<file path="src/rtl/noc_pkg.sv">
// Shared NoC definitions: output port indices and dispatch FSM encoding.
// Imported by the router output-stage logic.
package noc_pkg;

   localparam int PORT_W    = 0;
   localparam int PORT_S    = 1;
   localparam int PORT_E    = 2;
   localparam int PORT_N    = 3;
   localparam int PORT_L    = 4;
   localparam int NUM_PORTS = 5;

   typedef enum logic [1:0] {
      ST_IDLE = 2'd0,
      ST_REQ  = 2'd1,
      ST_LOAD = 2'd2,
      ST_SEND = 2'd3
   } state_t;

endpackage

</file>
<file path="src/rtl/xy_route_calc.sv">
// XY dimension-order route: resolve X first, then Y, else local.
// Pure combinational, one-hot port result.
module xy_route_calc
   import noc_pkg::*;
#(
   parameter int X_W   = 2,
   parameter int Y_W   = 2,
   parameter int POS_X = 1,
   parameter int POS_Y = 1
) (
   input  logic [X_W-1:0]       dx,
   input  logic [Y_W-1:0]       dy,
   output logic [NUM_PORTS-1:0] port
);

   localparam int unsigned PX = POS_X;
   localparam int unsigned PY = POS_Y;

   // priority compare: X offset wins over Y offset
   always_comb begin
      port = '0;
      if (32'(dx) > PX) begin
         port[PORT_E] = 1'b1;
      end else if (32'(dx) < PX) begin
         port[PORT_W] = 1'b1;
      end else if (32'(dy) > PY) begin
         port[PORT_N] = 1'b1;
      end else if (32'(dy) < PY) begin
         port[PORT_S] = 1'b1;
      end else begin
         port[PORT_L] = 1'b1;
      end
   end

endmodule

</file>
<file path="src/rtl/xy_out_dispatch.sv">
// Router output stage: pop a flit, XY-route it, hold until accepted.
// Optional destination range check/drop: define XY_ROUTE_CHECK_EN.
module xy_out_dispatch
   import noc_pkg::*;
#(
   parameter int DATA_WIDTH = 37,
   parameter int X_W        = 2,
   parameter int Y_W        = 2,
   parameter int X_LSB      = 0,
   parameter int Y_LSB      = 2,
   parameter int POS_X      = 1,
   parameter int POS_Y      = 1,
   parameter int MESH_X     = 4,
   parameter int MESH_Y     = 4
) (
   input  logic                  clk,
   input  logic                  reset,
   input  logic                  fifo_empty,
   output logic                  fifo_rdreq,
   input  logic [DATA_WIDTH-1:0] fifo_data,
   output logic [DATA_WIDTH-1:0] out_data,
   output logic [NUM_PORTS-1:0]  out_valid,
   input  logic [NUM_PORTS-1:0]  out_ready,
   output logic                  busy,
   output logic                  drop_pulse,
   output logic [7:0]            drop_cnt
);

   state_t                  state_q, state_d;
   logic                    fifo_rdreq_q, fifo_rdreq_d;
   logic [DATA_WIDTH-1:0]   out_data_q, out_data_d;
   logic [NUM_PORTS-1:0]    out_valid_q, out_valid_d;
   logic                    drop_pulse_q, drop_pulse_d;
   logic [7:0]              drop_cnt_q, drop_cnt_d;

   logic [X_W-1:0]          dx;
   logic [Y_W-1:0]          dy;
   logic [NUM_PORTS-1:0]    route;
   logic                    bad_coord;
   logic                    hs;

   assign dx = fifo_data[X_LSB +: X_W];
   assign dy = fifo_data[Y_LSB +: Y_W];
   assign hs = |(out_valid_q & out_ready);

   xy_route_calc #(
      .X_W   (X_W),
      .Y_W   (Y_W),
      .POS_X (POS_X),
      .POS_Y (POS_Y)
   ) u_route (
      .dx   (dx),
      .dy   (dy),
      .port (route)
   );

`ifdef XY_ROUTE_CHECK_EN
   localparam int unsigned MX = MESH_X;
   localparam int unsigned MY = MESH_Y;

   // destination outside the mesh cannot be routed
   always_comb begin
      bad_coord = (32'(dx) >= MX) || (32'(dy) >= MY);
   end
`else
   // no range check: every flit is routable
   always_comb begin
      bad_coord = 1'b0;
   end
`endif

   // state and registered outputs; reset discards any in-flight flit
   always_ff @(posedge clk or posedge reset) begin
      if (reset) begin
         state_q      <= ST_IDLE;
         fifo_rdreq_q <= 1'b0;
         out_data_q   <= '0;
         out_valid_q  <= '0;
         drop_pulse_q <= 1'b0;
         drop_cnt_q   <= '0;
      end else begin
         state_q      <= state_d;
         fifo_rdreq_q <= fifo_rdreq_d;
         out_data_q   <= out_data_d;
         out_valid_q  <= out_valid_d;
         drop_pulse_q <= drop_pulse_d;
         drop_cnt_q   <= drop_cnt_d;
      end
   end

   // next-state: pop, wait a cycle for FIFO data, load, hold until accepted
   always_comb begin
      state_d = state_q;
      case (state_q)
         ST_IDLE: if (!fifo_empty) state_d = ST_REQ;
         ST_REQ:  state_d = ST_LOAD;
         ST_LOAD: begin
            if (bad_coord) begin
               state_d = fifo_empty ? ST_IDLE : ST_REQ;
            end else begin
               state_d = ST_SEND;
            end
         end
         ST_SEND: begin
            if (hs) state_d = fifo_empty ? ST_IDLE : ST_REQ;
         end
         default: state_d = ST_IDLE;
      endcase
   end

   // output next values; pop request overlaps the accepting cycle
   always_comb begin
      fifo_rdreq_d = 1'b0;
      out_data_d   = out_data_q;
      out_valid_d  = out_valid_q;
      drop_pulse_d = 1'b0;
      drop_cnt_d   = drop_cnt_q;
      case (state_q)
         ST_IDLE: fifo_rdreq_d = !fifo_empty;
         ST_LOAD: begin
            if (bad_coord) begin
               drop_pulse_d = 1'b1;
               if (drop_cnt_q != 8'hff) drop_cnt_d = drop_cnt_q + 8'd1;
               fifo_rdreq_d = !fifo_empty;
            end else begin
               out_data_d  = fifo_data;
               out_valid_d = route;
            end
         end
         ST_SEND: begin
            if (hs) begin
               out_valid_d  = '0;
               fifo_rdreq_d = !fifo_empty;
            end
         end
         default: ;
      endcase
   end

   assign fifo_rdreq = fifo_rdreq_q;
   assign out_data   = out_data_q;
   assign out_valid  = out_valid_q;
   assign busy       = (state_q != ST_IDLE);
   assign drop_pulse = drop_pulse_q;
   assign drop_cnt   = drop_cnt_q;

endmodule

</file>
<file path="config.mk">
export PLATFORM = sky130hd
export DESIGN_NAME = xy_out_dispatch
export DESIGN_NICKNAME = d
export VERILOG_FILES = /design/src/rtl/noc_pkg.sv /design/src/rtl/xy_route_calc.sv /design/src/rtl/xy_out_dispatch.sv
export SDC_FILE = /design/constraint.sdc
export NUM_CORES = 1
export LEC_CHECK = 0
export BUFFER_PORTS_ARGS = -buffer_cell sky130_fd_sc_hd__buf_2
export CAP_MARGIN = 25
export CORE_MARGIN = 2
export CORE_UTILIZATION = 45
export CTS_BUF_LIST = sky130_fd_sc_hd__clkbuf_4 sky130_fd_sc_hd__clkbuf_8 sky130_fd_sc_hd__clkbuf_16
export DETAILED_ROUTE_END_ITERATION = 7
export PLACE_DENSITY = 0.8
export SYNTH_ARGS = -nofsm -noshare
export SYNTH_HDL_FRONTEND = slang
export SYNTH_HIERARCHICAL = 1
export SYNTH_SLANG_ARGS = --single-unit
</file>
<file path="constraint.sdc">
create_clock -name clk -period 2.97 [get_ports clk]
set_input_delay 0.297 -clock clk [delete_from_list [all_inputs] [get_ports clk]]
set_output_delay 0.297 -clock clk [all_outputs]
set_load 0.01 [all_outputs]
</file>
---- After elaboration in Yosys (flattened, before gate mapping) ----
Cells that the tools add are included.
word-level totals
  bits in registers ....................... 45
  latch bits .............................. 0
  bits in writable memories ............... 0
  ROM bits ................................ 0
  input port bits ......................... 45
  output and inout port bits .............. 53
  logic and storage cells ................. 40
  memories ................................ 0
operators by class
  add/sub/neg operators ................... 0
  $mul .................................... 0
  divide/modulo/power cells ............... 0
  magnitude comparators ................... 4
  eq/ne operators ......................... 5
  shift-type cells ........................ 0
  mux-type cells .......................... 19
  bitwise gates (word level) .............. 1
  reduce and logical (&&, ||, !) cells .... 7
operator list
  cell                count
  $mux 1              10
  $mux 2              5
  $pmux 5 s2          1
  $pmux 2 s4          1
  $and 5x5->5         1
  $mux 5              1
  $reduce_or 5->1     1
  $eq 2x2->1 const B  2
  $gt 2x1->1 const B  2
  $lt 2x1->1 const B  2
  $ne 2x2->1 const B  2
  $reduce_and 2->1    2
  $reduce_bool 2->1   2
  $eq 2x1->1 const B  1
  $logic_not 2->1     1
  $pmux 1 s2          1
  $logic_not 1->1     1

---- Depth between registers and ports, before layout ----
  word-level depth ........................ 6
  mapped depth ............................ 6
  mapped depth without buffers ............ 5

---- By module ----
The synthesis kept the hierarchy.
modules (own cells, without submodules)
  module           instances  cells an instance  area an instance (um^2)
  xy_out_dispatch  1          125                1854.3
  xy_route_calc    1          5                  45.0

---- Worst setup path after synthesis ----
OpenSTA, ideal clock, no wires.
  path kind ............................... register to register
  from .................................... register state_q[0]
  to ...................................... register out_data_q[0] (netlist: out_data[0])
  library setup time ...................... 0.125 ns
  arrival time ............................ 1.397 ns
  data required time ...................... 2.845 ns
  path slack .............................. 1.448 ns
  stages on the path, launching flop included .. 5
  buffers on the path ..................... 1
  cell sequence ........................... dfrtp_1 inv_1 ha_1 buf_1 mux2_2
on the way
  word-level cells in the longest chain between the ends .. 1
ends and longest elaborated chain
  what                    RTL line                RTL
  from (decl)             xy_out_dispatch.sv:29   state_t state_q, state_d;
  from (signal assigned)  xy_out_dispatch.sv:82   state_q <= state_d;
  $eq 2x2->1              xy_out_dispatch.sv:118  case (state_q)
  to (signal assigned)    xy_out_dispatch.sv:84   out_data_q <= out_data_d;
  to (decl)               xy_out_dispatch.sv:31   logic [DATA_WIDTH-1:0] out_data_q, out_data_d;
Every way passes these cells.
A chain may end at the register's enable or synchronous reset.

---- Worst setup path after layout ----
  from .................................... register state_q[0]
  to ...................................... register out_data_q[15] (netlist: out_data[15])
The elaborated chain is that of the path after synthesis.

==> reports/metrics.cfg <==
[synth]
syn-instance-count=130
yosysMostFrequentCell=dfrtp_1
syn_area_mm2=0.00190
synth_compound_area_share_pct=5.20
syn_area_per_cell_um2=14.6
synth-edff-count=0
async_flop_share_pct=100
synth_top_family_by_area=multiplexers
synth.top_cell.area_share_pct=59.3
synth_ff_type=dfrtp_1
synth-simple-area-share_pct=3.43
ys_top_cells_by_area=dfrtp_1 (59%), mux2_2 (23%), buf_4 (3.6%)
synthXorXnorAreaFrac_pct=0
yosysTopAreaCell=dfrtp_1
synth_commonest_cells=dfrtp_1 (45), mux2_2 (39), buf_4 (9)
yosysWarnings=6
ys_seq_area_share_pct=59.3
synthAdderAreaFrac_pct=2.64
ys_ff_latch=45
synthDistinctLibCells=26
muxShareOfSynthArea_pct=23.6

[critical_path]
crit_arrival_ns=2.17
crit_chain=inv_1 > ha_2 > buf_4 > mux2_2
timing.rr.start=state_q[0]$_DFFE_PP0P_
worst_r2r_path_depth=4
worst_r2r_endpoint=out_data[15]$_DFFE_PP0P_
crit_slowest_cell=ha_2
critPathLaunchType=register
max_stage_delay_ns=0.63
cp_num_buf_inv=2
endpoint_kind=register
path_delay_family=adder cells
crit_type=reg2reg
r2r_slack_ns=0.99
worstPathRequired_ns=3.15
critPathMaxFanout=28

[timing]
max_freq_mhz=504
hold_viol=0
setup_violations=0
drv_slew=0
rsz0062_at_grt=no
tightest_slew_ns=0.912
clock_skew_ns=0.00447
period_share_pct=66.8
fin_ws_ns=0.986
relSlewSlack_pct=39.1
min_period_ns=1.98
finalSetupTns_ns=0

[final_layout]
diodes=0
regArea_mm2=0.00113
drive_gt1_share_pct=64.3
final_core_utilization_pct=60.8
final_nets=269
design_area_mm2=0.00245
multi_input_area_um2=699
area_growth_pct=29.1
fill_cells=332

[global_route]
grt_first_pass_wirelength_um=6000
grtUsageTotal_pct=17.4
overflow=0
antenna_found_initial=0
grt_pass1_vias=1337
grt_max_degree=46

[cts]
cts_tree=built
clkSlewWorstSetupHoldPaths_ns=0.08
clock_latency_ns=0.29
cts_root_buf=clkbuf_8
post_cts_buffers=0
clk_path_buf_depth=2
cts-hold-fix-buffers=0
cts_resized=0
clock_sinks=45
h-tree-depth=2
cts_buffers=5

[die]
core_mm2=0.00403
die_y_um=69.0
die_width_um=69.0
dieArea_mm2=0.00476
io_pins=98
initial_utilization_pct=47.1
rows=23

[route]
drt_iter0_markers=70
vias=1348
finalWirelength_um=3730
ant_nets=0
vias_per_cell=4.97
drc=0
routedWlPerCell_um=13.8
firstDrtPassIters=4

[placement]
routabilityCongestion=0.768
io_buffers=88
post_dp_cell_area_mm2=0.00235
detailedPlace.worstSlack_ns=0.985
dp_hpwl_um=2800

[power_and_ir_drop]
p_total_mw=2.68
ir_drop_uv=641
p_per_area_mw_per_mm2=1090
leakage_nw=1.23

[run]
max_cap_violations=0

[min_path]
hp-class=in2async

[status]
status=finished clean

==> flip-flops by register name (all words and copies together) (netlist names) <==
name / flops
fifo_rdreq: 1
out_data: 37
out_valid: 5
state_q: 2
==> worst register-to-register path, delay by kind of cell, from the launching register on <==
| kind | cells | cell delay [ns] |
|---|---|---|
| fa+ha+maj | 1 | 0.63 |
| mux | 1 | 0.36 |
| buf+inv | 2 | 0.46 |
| flops | 1 | 0.43 |
==> stage by stage <==
stage	hold WS, ns	instances
finish	0.196	271
global route	0.218	271
CTS	0.221	271
detailed placement	0.490	263
global placement	0.486	263
floorplan	0.449	138
==> layout by cell type, fill, tap and decap left out, types with 3 or more instances in the layout <==
cell type  count
a22o_1         4
buf_2         88
clkbuf_8       6
conb_1         9
dfrtp_1       45
ha_1           3
inv_1          4
mux2_2        39
nor2_1         3
==> layout make-up <==
class	count	area share, %
multi-input combinational	74	28.5
inverter	5	0.766
sequential	45	45.9
timing repair buffer	89	18.3
tap	50	2.55
clock buffer	6	3.37
clock inverter	2	0.562
==> cells by family (layout without fill, tap and decap cells) <==
group / after synthesis / after routing
muxes: 40 / 40
other: 1 / 9
buffers and inverters: 19 / 102
AOI/OAI and AO/OA: 12 / 12
and+or+nand+nor: 9 / 9
DFF: 45 / 45
adders and majority gates: 4 / 4
==> power by group <==
part | total [mW] | internal, mW | switching, mW | leakage [nW]
logic | 1.22 | 0.649 | 0.567 | 0.638
clock network | 0.391 | 0.189 | 0.203 | 0.0512
registers | 1.08 | 0.917 | 0.159 | 0.536
total | 2.68 | 1.75 | 0.928 | 1.23
==> worst max-delay path by stage <==
stage,to,depth (start not counted),slack [ns],start
final,out_data[15]$_DFFE_PP0P_,4,0.99,state_q[0]$_DFFE_PP0P_
after floorplan,out_data[0]$_DFFE_PP0P_,4,1.45,state_q[0]$_DFFE_PP0P_
after detailed placement,out_data[15]$_DFFE_PP0P_,4,0.99,state_q[0]$_DFFE_PP0P_
after global placement,out_data[19]$_DFFE_PP0P_,4,1.03,state_q[0]$_DFFE_PP0P_
after CTS,out_data[15]$_DFFE_PP0P_,4,0.98,state_q[0]$_DFFE_PP0P_
after global routing,out_data[15]$_DFFE_PP0P_,4,0.85,state_q[0]$_DFFE_PP0P_
==> per-layer routing <==
| layer | up-vias | part of all wire, % | global-route usage [%] |
|---|---|---|---|
| li1 | 628 | - | - |
| met3 | 5 | 7.1 | 4.87 |
| met4 | 0 | 1.5 | 6.62 |
| met1 | 652 | 41 | 21.3 |
| met2 | 63 | 50 | 29.2 |
| met5 | - | 0 | 0 |
No activity file was read; power rests on OpenSTA's default activity.
